[src/rtl/mul_16bit_wallace_ctrl_pkg.sv]
// Shared types and constants for the Wallace multiplier request/response front-end.
package mul_ctrl_pkg;

  localparam int MUL_DATA_WIDTH = 16;
  localparam int RES_WIDTH      = 2 * MUL_DATA_WIDTH;

  typedef enum logic [1:0] {
    IDLE = 2'd0,
    LOAD = 2'd1,
    CALC = 2'd2,
    DONE = 2'd3
  } state_t;

  function automatic int res_width(input int data_width);
    return 2 * data_width;
  endfunction

endpackage

[src/rtl/mul_16bit_wallace_ctrl_if.sv]
// Request, response and multiplier-side signals of the Wallace multiplier front-end.
interface mul_ctrl_if
  import mul_ctrl_pkg::*;
#(
  parameter int DATA_WIDTH = MUL_DATA_WIDTH
);

  localparam int RW = res_width(DATA_WIDTH);

  logic                  i_vld;
  logic                  o_rdy;
  logic [DATA_WIDTH-1:0] i_num_x;
  logic [DATA_WIDTH-1:0] i_num_y;

  logic                  o_mul_rst_n;
  logic [DATA_WIDTH-1:0] o_mul_num_x;
  logic [DATA_WIDTH-1:0] o_mul_num_y;
  logic                  i_mul_end;
  logic [RW-1:0]         i_mul_res;
  logic                  i_mul_cry;

  logic                  o_vld;
  logic                  i_rdy;
  logic [RW-1:0]         o_res;
  logic                  o_cry;
  logic                  o_err;

  // Controller side.
  modport slave (
    input  i_vld, i_num_x, i_num_y, i_mul_end, i_mul_res, i_mul_cry, i_rdy,
    output o_rdy, o_mul_rst_n, o_mul_num_x, o_mul_num_y, o_vld, o_res, o_cry, o_err
  );

  // Issuing pipeline plus multiplier side.
  modport master (
    output i_vld, i_num_x, i_num_y, i_mul_end, i_mul_res, i_mul_cry, i_rdy,
    input  o_rdy, o_mul_rst_n, o_mul_num_x, o_mul_num_y, o_vld, o_res, o_cry, o_err
  );

endinterface

[src/rtl/mul_16bit_wallace_ctrl_tmo_cnt.sv]
// CALC-phase watchdog counter: clear, enable, terminal count at TIMEOUT-1 (holds there).
module mul_ctrl_tmo_cnt #(
  parameter int TIMEOUT = 32
) (
  input  logic i_clk,
  input  logic i_rst_n,
  input  logic i_clr,
  input  logic i_en,
  output logic o_tc
);

  localparam int CW = (TIMEOUT > 2) ? $clog2(TIMEOUT) : 1;
  localparam logic [CW-1:0] TC_VAL = CW'(TIMEOUT - 1);

  logic [CW-1:0] cnt_reg;

  always_ff @(posedge i_clk or negedge i_rst_n) begin
    if (!i_rst_n) begin
      cnt_reg <= '0;
    end else if (i_clr) begin
      cnt_reg <= '0;
    end else if (i_en && !o_tc) begin
      cnt_reg <= cnt_reg + 1'b1;
    end
  end

  assign o_tc = (cnt_reg == TC_VAL);

endmodule

[src/rtl/mul_16bit_wallace_ctrl.sv]
// Valid/ready front-end that sequences mul_16bit_wallace's restart-by-reset protocol.
// Optional CALC timeout is built when MUL_CTRL_TIMEOUT_EN is defined.
module mul_16bit_wallace_ctrl
  import mul_ctrl_pkg::*;
#(
  parameter int DATA_WIDTH = MUL_DATA_WIDTH,
  parameter int TIMEOUT    = 32
) (
  input  logic      i_clk,
  input  logic      i_rst_n,
  mul_ctrl_if.slave bus
);

  localparam int RW = res_width(DATA_WIDTH);

  state_t                state_reg;
  state_t                state_next;
  logic [DATA_WIDTH-1:0] num_x_reg;
  logic [DATA_WIDTH-1:0] num_y_reg;
  logic [RW-1:0]         res_reg;
  logic                  cry_reg;
  logic                  mul_rst_n_reg;
  logic                  accept;
  logic                  tmo_hit;

  assign accept = (state_reg == IDLE) && bus.i_vld;

`ifdef MUL_CTRL_TIMEOUT_EN
  logic err_reg;

  mul_ctrl_tmo_cnt #(
    .TIMEOUT (TIMEOUT)
  ) u_tmo_cnt (
    .i_clk   (i_clk),
    .i_rst_n (i_rst_n),
    .i_clr   (state_reg == LOAD),
    .i_en    ((state_reg == CALC) && !bus.i_mul_end),
    .o_tc    (tmo_hit)
  );

  always_ff @(posedge i_clk or negedge i_rst_n) begin
    if (!i_rst_n) begin
      err_reg <= 1'b0;
    end else if (state_reg == CALC) begin
      // A result arriving on the terminal cycle beats the timeout.
      if (bus.i_mul_end) begin
        err_reg <= 1'b0;
      end else if (tmo_hit) begin
        err_reg <= 1'b1;
      end
    end
  end

  assign bus.o_err = err_reg;
`else
  // No counter: CALC waits for i_mul_end (constant 0 for any legal TIMEOUT >= 2).
  assign tmo_hit   = (TIMEOUT < 2);
  assign bus.o_err = 1'b0;
`endif

  always_ff @(posedge i_clk or negedge i_rst_n) begin
    if (!i_rst_n) begin
      state_reg <= IDLE;
    end else begin
      state_reg <= state_next;
    end
  end

  always_comb begin
    state_next = state_reg;
    case (state_reg)
      IDLE: if (bus.i_vld) state_next = LOAD;
      LOAD: state_next = CALC;
      CALC: if (bus.i_mul_end || tmo_hit) state_next = DONE;
      DONE: if (bus.i_rdy) state_next = IDLE;
      default: state_next = IDLE;
    endcase
  end

  always_ff @(posedge i_clk or negedge i_rst_n) begin
    if (!i_rst_n) begin
      num_x_reg     <= '0;
      num_y_reg     <= '0;
      res_reg       <= '0;
      cry_reg       <= 1'b0;
      mul_rst_n_reg <= 1'b0;
    end else begin
      // Multiplier runs only while the next state is CALC, so LOAD gives one parked cycle.
      mul_rst_n_reg <= (state_next == CALC);
      if (accept) begin
        num_x_reg <= bus.i_num_x;
        num_y_reg <= bus.i_num_y;
      end
      if (state_reg == CALC) begin
        if (bus.i_mul_end) begin
          res_reg <= bus.i_mul_res;
          cry_reg <= bus.i_mul_cry;
        end else if (tmo_hit) begin
          res_reg <= '0;
          cry_reg <= 1'b0;
        end
      end
    end
  end

  assign bus.o_rdy       = (state_reg == IDLE);
  assign bus.o_vld       = (state_reg == DONE);
  assign bus.o_res       = res_reg;
  assign bus.o_cry       = cry_reg;
  assign bus.o_mul_num_x = num_x_reg;
  assign bus.o_mul_num_y = num_y_reg;
  // System reset parks the multiplier without waiting for a clock edge.
  assign bus.o_mul_rst_n = mul_rst_n_reg & i_rst_n;

endmodule

[src/flat_wrapper.sv]
// flat-port wrapper written by rule: the top's interface ports become plain ports
module mul_16bit_wallace_ctrl_flat import mul_ctrl_pkg::*;
#(
  parameter int DATA_WIDTH = MUL_DATA_WIDTH,
  parameter int TIMEOUT    = 32
)
  (i_clk, i_rst_n, bus_i_vld, bus_i_num_x, bus_i_num_y, bus_i_mul_end, bus_i_mul_res, bus_i_mul_cry, bus_i_rdy, bus_o_rdy, bus_o_mul_rst_n, bus_o_mul_num_x, bus_o_mul_num_y, bus_o_vld, bus_o_res, bus_o_cry, bus_o_err);
  mul_ctrl_if #(.DATA_WIDTH(DATA_WIDTH)) bus_i ();
  input  logic i_clk;
  input  logic i_rst_n;
  input wire logic [$bits(bus_i.i_vld)-1:0] bus_i_vld;
  input wire logic [$bits(bus_i.i_num_x)-1:0] bus_i_num_x;
  input wire logic [$bits(bus_i.i_num_y)-1:0] bus_i_num_y;
  input wire logic [$bits(bus_i.i_mul_end)-1:0] bus_i_mul_end;
  input wire logic [$bits(bus_i.i_mul_res)-1:0] bus_i_mul_res;
  input wire logic [$bits(bus_i.i_mul_cry)-1:0] bus_i_mul_cry;
  input wire logic [$bits(bus_i.i_rdy)-1:0] bus_i_rdy;
  output wire logic [$bits(bus_i.o_rdy)-1:0] bus_o_rdy;
  output wire logic [$bits(bus_i.o_mul_rst_n)-1:0] bus_o_mul_rst_n;
  output wire logic [$bits(bus_i.o_mul_num_x)-1:0] bus_o_mul_num_x;
  output wire logic [$bits(bus_i.o_mul_num_y)-1:0] bus_o_mul_num_y;
  output wire logic [$bits(bus_i.o_vld)-1:0] bus_o_vld;
  output wire logic [$bits(bus_i.o_res)-1:0] bus_o_res;
  output wire logic [$bits(bus_i.o_cry)-1:0] bus_o_cry;
  output wire logic [$bits(bus_i.o_err)-1:0] bus_o_err;
  assign bus_i.i_vld = bus_i_vld;
  assign bus_i.i_num_x = bus_i_num_x;
  assign bus_i.i_num_y = bus_i_num_y;
  assign bus_i.i_mul_end = bus_i_mul_end;
  assign bus_i.i_mul_res = bus_i_mul_res;
  assign bus_i.i_mul_cry = bus_i_mul_cry;
  assign bus_i.i_rdy = bus_i_rdy;
  assign bus_o_rdy = bus_i.o_rdy;
  assign bus_o_mul_rst_n = bus_i.o_mul_rst_n;
  assign bus_o_mul_num_x = bus_i.o_mul_num_x;
  assign bus_o_mul_num_y = bus_i.o_mul_num_y;
  assign bus_o_vld = bus_i.o_vld;
  assign bus_o_res = bus_i.o_res;
  assign bus_o_cry = bus_i.o_cry;
  assign bus_o_err = bus_i.o_err;
  mul_16bit_wallace_ctrl #(.DATA_WIDTH(DATA_WIDTH), .TIMEOUT(TIMEOUT)) u_core (.i_clk(i_clk), .i_rst_n(i_rst_n), .bus(bus_i));
endmodule
[config.mk]
export PLATFORM = sky130hd
export DESIGN_NAME = mul_16bit_wallace_ctrl_flat
export DESIGN_NICKNAME = d
export VERILOG_FILES = /design/src/rtl/mul_16bit_wallace_ctrl_pkg.sv /design/src/rtl/mul_16bit_wallace_ctrl_if.sv /design/src/rtl/mul_16bit_wallace_ctrl_tmo_cnt.sv /design/src/rtl/mul_16bit_wallace_ctrl.sv /design/src/flat_wrapper.sv
export SDC_FILE = /design/constraint.sdc
export NUM_CORES = 1
export LEC_CHECK = 0
export CORE_MARGIN = 4
export CORE_UTILIZATION = 35
export CTS_BUF_LIST = sky130_fd_sc_hd__clkbuf_4 sky130_fd_sc_hd__clkbuf_8 sky130_fd_sc_hd__clkbuf_16
export CTS_CLUSTER_DIAMETER = 60
export DETAILED_ROUTE_END_ITERATION = 10
export GPL_TIMING_DRIVEN = 1
export PLACE_DENSITY = 0.73
export SYNTH_ARGS = -nofsm -noshare
export SYNTH_HDL_FRONTEND = slang
export SYNTH_HIERARCHICAL = 1
export SYNTH_SLANG_ARGS = --single-unit
[constraint.sdc]
create_clock -name i_clk -period 3.5 [get_ports i_clk]
set_input_delay 0.7 -clock i_clk [delete_from_list [all_inputs] [get_ports i_clk]]
set_output_delay 0.7 -clock i_clk [all_outputs]
set_load 0.05 [all_outputs]
==> reports/qor_table.md, run 1 <==
| Item | This run | Unit |
| --- | --- | --- |
| TritonCTS buffer count | 9 | - |
| Detailed-placement wirelength estimate | 4.432 | mm |
| Post-Syn Nets | 223 | - |
| Floorplan Core Area | 0.007253 | mm^2 |
| Root buffer cell | clkbuf_8 | - |
| Routed length per instance | 15.13 | um |
| Required time at the endpoint of the critical path | 2800 | ps |
| Die ar. | 0.008926 | mm^2 |
| Pin count of the biggest net entering global routing | 69 | - |
| Status | completed | - |
| Most numerous cell types in the synthesized netlist | 68 x dfrtp_1, 61 x mux2_2, 7 x buf_6 | - |
| Avg Cell Area, Syn | 17.11 | um^2 |
| Initial antenna violation count | 0 | - |
| Gate count after technology mapping | 153 | - |
| Register-to-register setup slack | 1870 | ps |
| Iteration-0 DRC count of the detailed router | 33 | - |
| Max Transition Viols Final | 0 | - |
| Seq cells post-synth | 68 | - |
| Max Cap Violations | 0 | - |
| All-Layer GR Usage | 0.1391 | - |
| Type of the tightest min-delay check | register to register | - |
| Area share of the largest cell type after synthesis | 0.6501 | - |
| Async S/R FF share, synth | 1.000 | - |
| # Post-CTS Setup Buffers | 0 | - |
| Drt via density | 4.437 | - |
| Category of the most critical setup path | register to output port | - |
| RSZ-0062 raised after global routing | no | - |
| Antenna cells | 0 | - |
| Total global routing overflow | 0 | - |
| Data arrival time of the critical path | 1880 | ps |
| Critical Path End Type | output port | - |
| Clock tree buffer depth | 2 | - |
| Endpoint of the worst-slack reg-to-reg timing path | u_core/bus.o_mul_num_y[12]$_DFFE_PN0P_ | - |
| Global-route wire length before repair | 9.459 | mm |
| Worst reg-to-reg path cell count | 3 | - |
| Count of cells resized by post-cts repair | 0 | - |
| Remaining design rule violation count | 0 | - |
| DIE WIDTH | 94.48 | um |
| Setup Skew | 5.047 | ps |
| Number of hold violations in the final report | 0 | - |
| Unique cell type count in the Yosys netlist | 16 | - |
| Via count | 1766 | - |
| Fraction of layout instances using a drive strength above 1 | 0.2742 | - |
| Hold buffer count at cts | 0 | - |
| Highest clock frequency the design can meet | 387.2 | MHz |
| Dominant cell by count in the synthesized netlist | dfrtp_1 | - |
| Number of global-route vias before repair | 1907 | - |
| Place WS | 1191 | ps |
| Clock transition at the registers of the reported paths | 70 | ps |
| Die boundary height | 94.48 | um |
| Hold wc startpoint | u_core/bus.o_res[5]$_DFFE_PN0P_ | - |
| Shortest period the worst path allows | 2582 | ps |
| Count of flip-flops with a built-in enable after synthesis | 0 | - |
| Initial standard-cell utilization of the core | 0.3609 | - |
| Level count of the clock H-tree | 3 | - |
| Layout net count | 365 | - |
| R2R Path Start | u_core/state_reg[1]$_DFF_PN0_ | - |
| Clock tree from TritonCTS | done | - |
| Sequential cell area fraction in the yosys report | 0.6501 | - |
| Clock insertion delay at the later pin of the skew report | 320 | ps |
| Sequential cell area | 0.001702 | mm^2 |
| Number of antenna-violating nets in the routed design | 0 | - |
| Setup-failing EPs final | 0 | - |
| Floorplan row count | 31 | - |
| Flip-flop count of the largest register after layout | 32 | - |
| Transition time at the pin with the least slew margin | 854.9 | ps |
| Top Family by Delay on Critical Path | buffers and inverters | - |
| Dominant cells by area after synthesis | dfrtp_1 65%, mux2_2 26%, buf_6 3.0%, mux2_1 1.7%, mux2i_1 0.76% | - |
| Synthesized cell area | 0.002618 | mm^2 |
| Num ports | 139 | - |
| Slowest stage cell on the critical path | clkdlybuf4s50_1 | - |
| Global placement routability congestion | 0.6575 | - |
| Yosys warnings | 6 | - |
| Drt pass-1 iters | 3 | - |
| Critical Path Start Type | register | - |
| Worst Path Buf+Inv | 2 | - |
| Signed area change from the synthesized netlist to the final layout | 61.42 | % |
| Worst min-delay path endpoint | u_core/bus.o_res[5]$_DFFE_PN0P_ | - |
| Headroom to the max-slew limit | 0.4301 | - |
| Area taken by multi-input logic gates | 825.8 | um^2 |
| Fillers | 623 | - |
| Min-Delay Path Depth | 1 | - |
| Biggest fanout along the worst timing path | 7 | - |
| Share of the clock period used by the worst path after layout | 0.7378 | - |
| Largest incremental delay on the critical path | 810 | ps |
| Buffers on Ports | 137 | - |
| List of cells traversed by the critical path | nand2_1, inv_1, clkdlybuf4s50_1 | - |
| Clock sinks | 68 | - |
| Final WL | 6.022 | mm |
| Main synth FF type | dfrtp_1 | - |
| Worst-case setup margin in the final layout | 917.7 | ps |
| Setup TNS after final layout | 0 | ps |
| Top cell type by total area after synthesis | dfrtp_1 | - |
cell families (layout without fill, tap and decap cells):
group / count (synthesis) / after routing / share of synthesized area
compound gates: 2 / 2 / 0.004302
buf+inv: 9 / 155 / 0.03442
mux: 67 / 67 / 0.2873
flops: 68 / 68 / 0.6501
simple gates: 6 / 6 / 0.02247
other cells: 1 / 1 / 0.001433
layer usage:
metal / vias to the layer above / share of wire / GRT usage
met2: 72 / 0.49 / 0.2252
met4: 0 / 0.021 / 0.06611
li1: 814 / - / -
met5: - / 0 / 0
met1: 868 / 0.39 / 0.1648
met3: 12 / 0.095 / 0.05020
cells in the final DEF, fill, tap and decap left out, types with 2 or more instances in the layout:
cell / Yosys / final
clkdlybuf4s50_1: 0 / 135
mux2_2: 61 / 61
mux2_1: 4 / 4
mux2i_1: 2 / 2
buf_4: 1 / 3
dfrtp_1: 68 / 68
clkbuf_8: 0 / 13
per-stage QoR:
| stage | instance area, um^2 | utilization | hold slack (ps) | instances |
|---|---|---|---|---|
| 2_1_floorplan | 2618 | - | 404.4 | 153 |
| 3_3_place_gp | 4034 | 0.5562 | 469.1 | 383 |
| 3_5_place_dp | 4034 | 0.5562 | 484.6 | 383 |
| 4_1_cts | 4225 | 0.5825 | 505.4 | 398 |
| 5_1_grt | 4225 | 0.5825 | 517.4 | 398 |
| 6_report | 4225 | 0.5825 | 497.8 | 398 |
worst max path at each step:
stage                     cells past startpoint                               endpoint                           from  slack, ps
after detailed placement                      4  u_core/bus.o_mul_num_y[8]$_DFFE_PN0P_                      bus_i_vld       1190
after CTS                                     3                              bus_o_vld  u_core/state_reg[1]$_DFF_PN0_        890
after global routing                          3                              bus_o_vld  u_core/state_reg[1]$_DFF_PN0_        830
final                                         3                              bus_o_vld  u_core/state_reg[1]$_DFF_PN0_        920
after global placement                        3        u_core/bus.o_res[5]$_DFFE_PN0P_                  bus_i_mul_end       1210
after floorplan                               2                              bus_o_rdy  u_core/state_reg[1]$_DFF_PN0_       1630
layout make-up:
| class | count | area share |
|---|---|---|
| Clock buffer | 14 | 0.04412 |
| Clock inverter | 1 | 0.001184 |
| Inverter | 1 | 0.0008884 |
| Multi-Input combinational cell | 76 | 0.1954 |
| Sequential cell | 68 | 0.4027 |
| Tap cell | 99 | 0.02932 |
| Timing Repair Buffer | 139 | 0.3263 |
Power of run 1 is not shown: default switching activity piles up to over one toggle a cycle in this logic, so the estimate is an artifact.
==> run 2, diff against run 1 <==
Settings changed: PLACE_DENSITY 0.73 to 0.76.
Clock period 3.5 ns to 2.3 ns, I/O delays scaled along.
==> run 2 against run 1 <==
Design area about the same. Core utilization is 0.052 points higher. Worst setup slack worse by 580 ps. First-iteration DRC count shrank 12%. Wire length decreased by 2.3%. Via count is 0.96% lower. Count of clock-buffer cells in the layout is 2 lower. Sequential share of layout area about the same. Critical path type unchanged. Critical endpoint is now bus_o_res[6].
==> reports/qor_table.md, run 2 (synthesis gave the netlist of run 1 again) <==
| Item | This run | Unit |
| --- | --- | --- |
| Status | completed | - |
| Top library cells by usage in the layout, fill and taps aside | 133 x clkdlybuf4s50_1, 68 x dfrtp_1, 61 x mux2_2, 12 x clkbuf_8, 4 x mux2_1 | - |
| Global-route wire length before repair | 9.308 | mm |
| Floorplan row count | 31 | - |
| Remaining design rule violation count | 0 | - |
| Layout net count | 365 | - |
| Final WL | 5.886 | mm |
| Biggest fanout along the worst timing path | 2 | - |
| Share of the clock period used by the worst path after layout | 0.8522 | - |
| Transition time at the pin with the least slew margin | 851.7 | ps |
| Setup TNS after final layout | 0 | ps |
| Floorplan Core Area | 0.007253 | mm^2 |
| Clock tree from TritonCTS | done | - |
| Drt pass-1 iters | 4 | - |
| Die boundary height | 94.48 | um |
| Max Transition Viols Final | 0 | - |
| Category of the most critical setup path | register to output port | - |
| Buffers on Ports | 137 | - |
| # Post-CTS Setup Buffers | 0 | - |
| Antenna cells | 0 | - |
| Critical Path Start Type | register | - |
| Count of cells resized by post-cts repair | 0 | - |
| Setup-failing EPs final | 0 | - |
| Critical Path End Type | output port | - |
| Hold buffer count at cts | 0 | - |
| Signed area change from the synthesized netlist to the final layout | 61.57 | % |
| Most common cell after layout, fill and taps aside | clkdlybuf4s50_1 | - |
| Headroom to the max-slew limit | 0.4322 | - |
| Pin count of the biggest net entering global routing | 69 | - |
| Clock insertion delay at the later pin of the skew report | 320 | ps |
| Number of antenna-violating nets in the routed design | 0 | - |
| Flip-flop count of the largest register after layout | 32 | - |
| All-Layer GR Usage | 0.1359 | - |
| Max Cap Violations | 0 | - |
| DIE WIDTH | 94.48 | um |
| Via count | 1749 | - |
| RSZ-0062 raised after global routing | no | - |
| Die ar. | 0.008926 | mm^2 |
| Detailed-placement wirelength estimate | 4.402 | mm |
| Global placement routability congestion | 0.6573 | - |
| Clock transition at the registers of the reported paths | 70 | ps |
| Routed length per instance | 14.83 | um |
| TritonCTS buffer count | 9 | - |
| Setup Skew | 4.047 | ps |
| Initial antenna violation count | 0 | - |
| List of cells traversed by the critical path | clkdlybuf4s50_1 | - |
| Initial standard-cell utilization of the core | 0.3609 | - |
| Required time at the endpoint of the critical path | 1840 | ps |
| Number of hold violations in the final report | 0 | - |
| Level count of the clock H-tree | 3 | - |
| Top Family by Delay on Critical Path | buffers and inverters | - |
| Slowest stage cell on the critical path | clkdlybuf4s50_1 | - |
| Num ports | 139 | - |
| Fraction of layout instances using a drive strength above 1 | 0.2785 | - |
| Shortest period the worst path allows | 1960 | ps |
| Clock sinks | 68 | - |
| Number of global-route vias before repair | 1897 | - |
| Highest clock frequency the design can meet | 510.2 | MHz |
| Clock tree buffer depth | 2 | - |
| Type of the tightest min-delay check | input port to asynchronous set/reset pin | - |
| Iteration-0 DRC count of the detailed router | 29 | - |
| Data arrival time of the critical path | 1500 | ps |
| Fillers | 630 | - |
| Root buffer cell | clkbuf_8 | - |
| Drt via density | 4.406 | - |
| Total global routing overflow | 0 | - |
| Largest incremental delay on the critical path | 810 | ps |
| Worst Path Buf+Inv | 1 | - |
run 2: changes by cell type in the layout (fill, tap and decap cells not counted):
| cell | change |
|---|---|
| clkbuf_4 | -1 |
| clkinv_2 | +1 |
| buf_12 | +2 |
| clkdlybuf4s50_1 | -2 |
| clkbuf_8 | -1 |
run 2: final timing paths:
kind / from / end / slack (ps) / cells past startpoint
worst max-delay path: u_core/bus.o_res[6]$_DFFE_PN0P_ / bus_o_res[6] / 340 / 1
worst min-delay path: i_rst_n / u_core/bus.o_mul_num_y[14]$_DFFE_PN0P_ / 340 / 2
worst max register to register: u_core/state_reg[1]$_DFF_PN0_ / u_core/bus.o_res[5]$_DFFE_PN0P_ / 740 / 2
worst min register to register: u_core/bus.o_mul_num_x[10]$_DFFE_PN0P_ / u_core/bus.o_mul_num_x[10]$_DFFE_PN0P_ / 480 / 1
max in group asynchronous: i_rst_n / u_core/bus.o_mul_num_x[0]$_DFFE_PN0P_ / 1410 / 2
min in group i_clk: u_core/bus.o_mul_num_x[10]$_DFFE_PN0P_ / u_core/bus.o_mul_num_x[10]$_DFFE_PN0P_ / 480 / 1
run 2: area by class of cell:
type / count / area [um^2] / area share
flip-flops and latches: 68 / 1702 / 0.4024
clock buffers: 12 / 165.2 / 0.03905
repair buffers: 139 / 1399 / 0.3308
clock inverters: 2 / 10.01 / 0.002367
well taps: 99 / 123.9 / 0.02929
inverters: 1 / 3.754 / 0.0008876
multi-input cells: 76 / 825.8 / 0.1953
run 2: metrics by stage:
step	setup slack (ps)	utilization	cells	area, um^2	hold slack (ps)
detailed placement	273.7	0.5589	383	4054	473.7
global route	279.0	0.5831	397	4229	412.5
floorplan	672.7	-	153	2618	164.4
global placement	307.2	0.5589	383	4054	471.0
finish	339.9	0.5831	397	4229	340.5
CTS	313.3	0.5831	397	4229	371.3
run 2: routing by layer:
layer	track usage	vias up	routed length, um
li1	-	819	-
met1	0.1515	849	2138
met2	0.2222	73	3026
met3	0.05976	8	640
met4	0.06611	0	80
met5	0	-	0
Power of run 2 is left out for the same reason.
==> run 3, diff against run 2 <==
Settings changed: CAP_MARGIN from default to 25.
==> results of run 3 <==
Final layout, timing and power as in run 2 (identical DEF).
Power of run 3 is left out for the same reason.
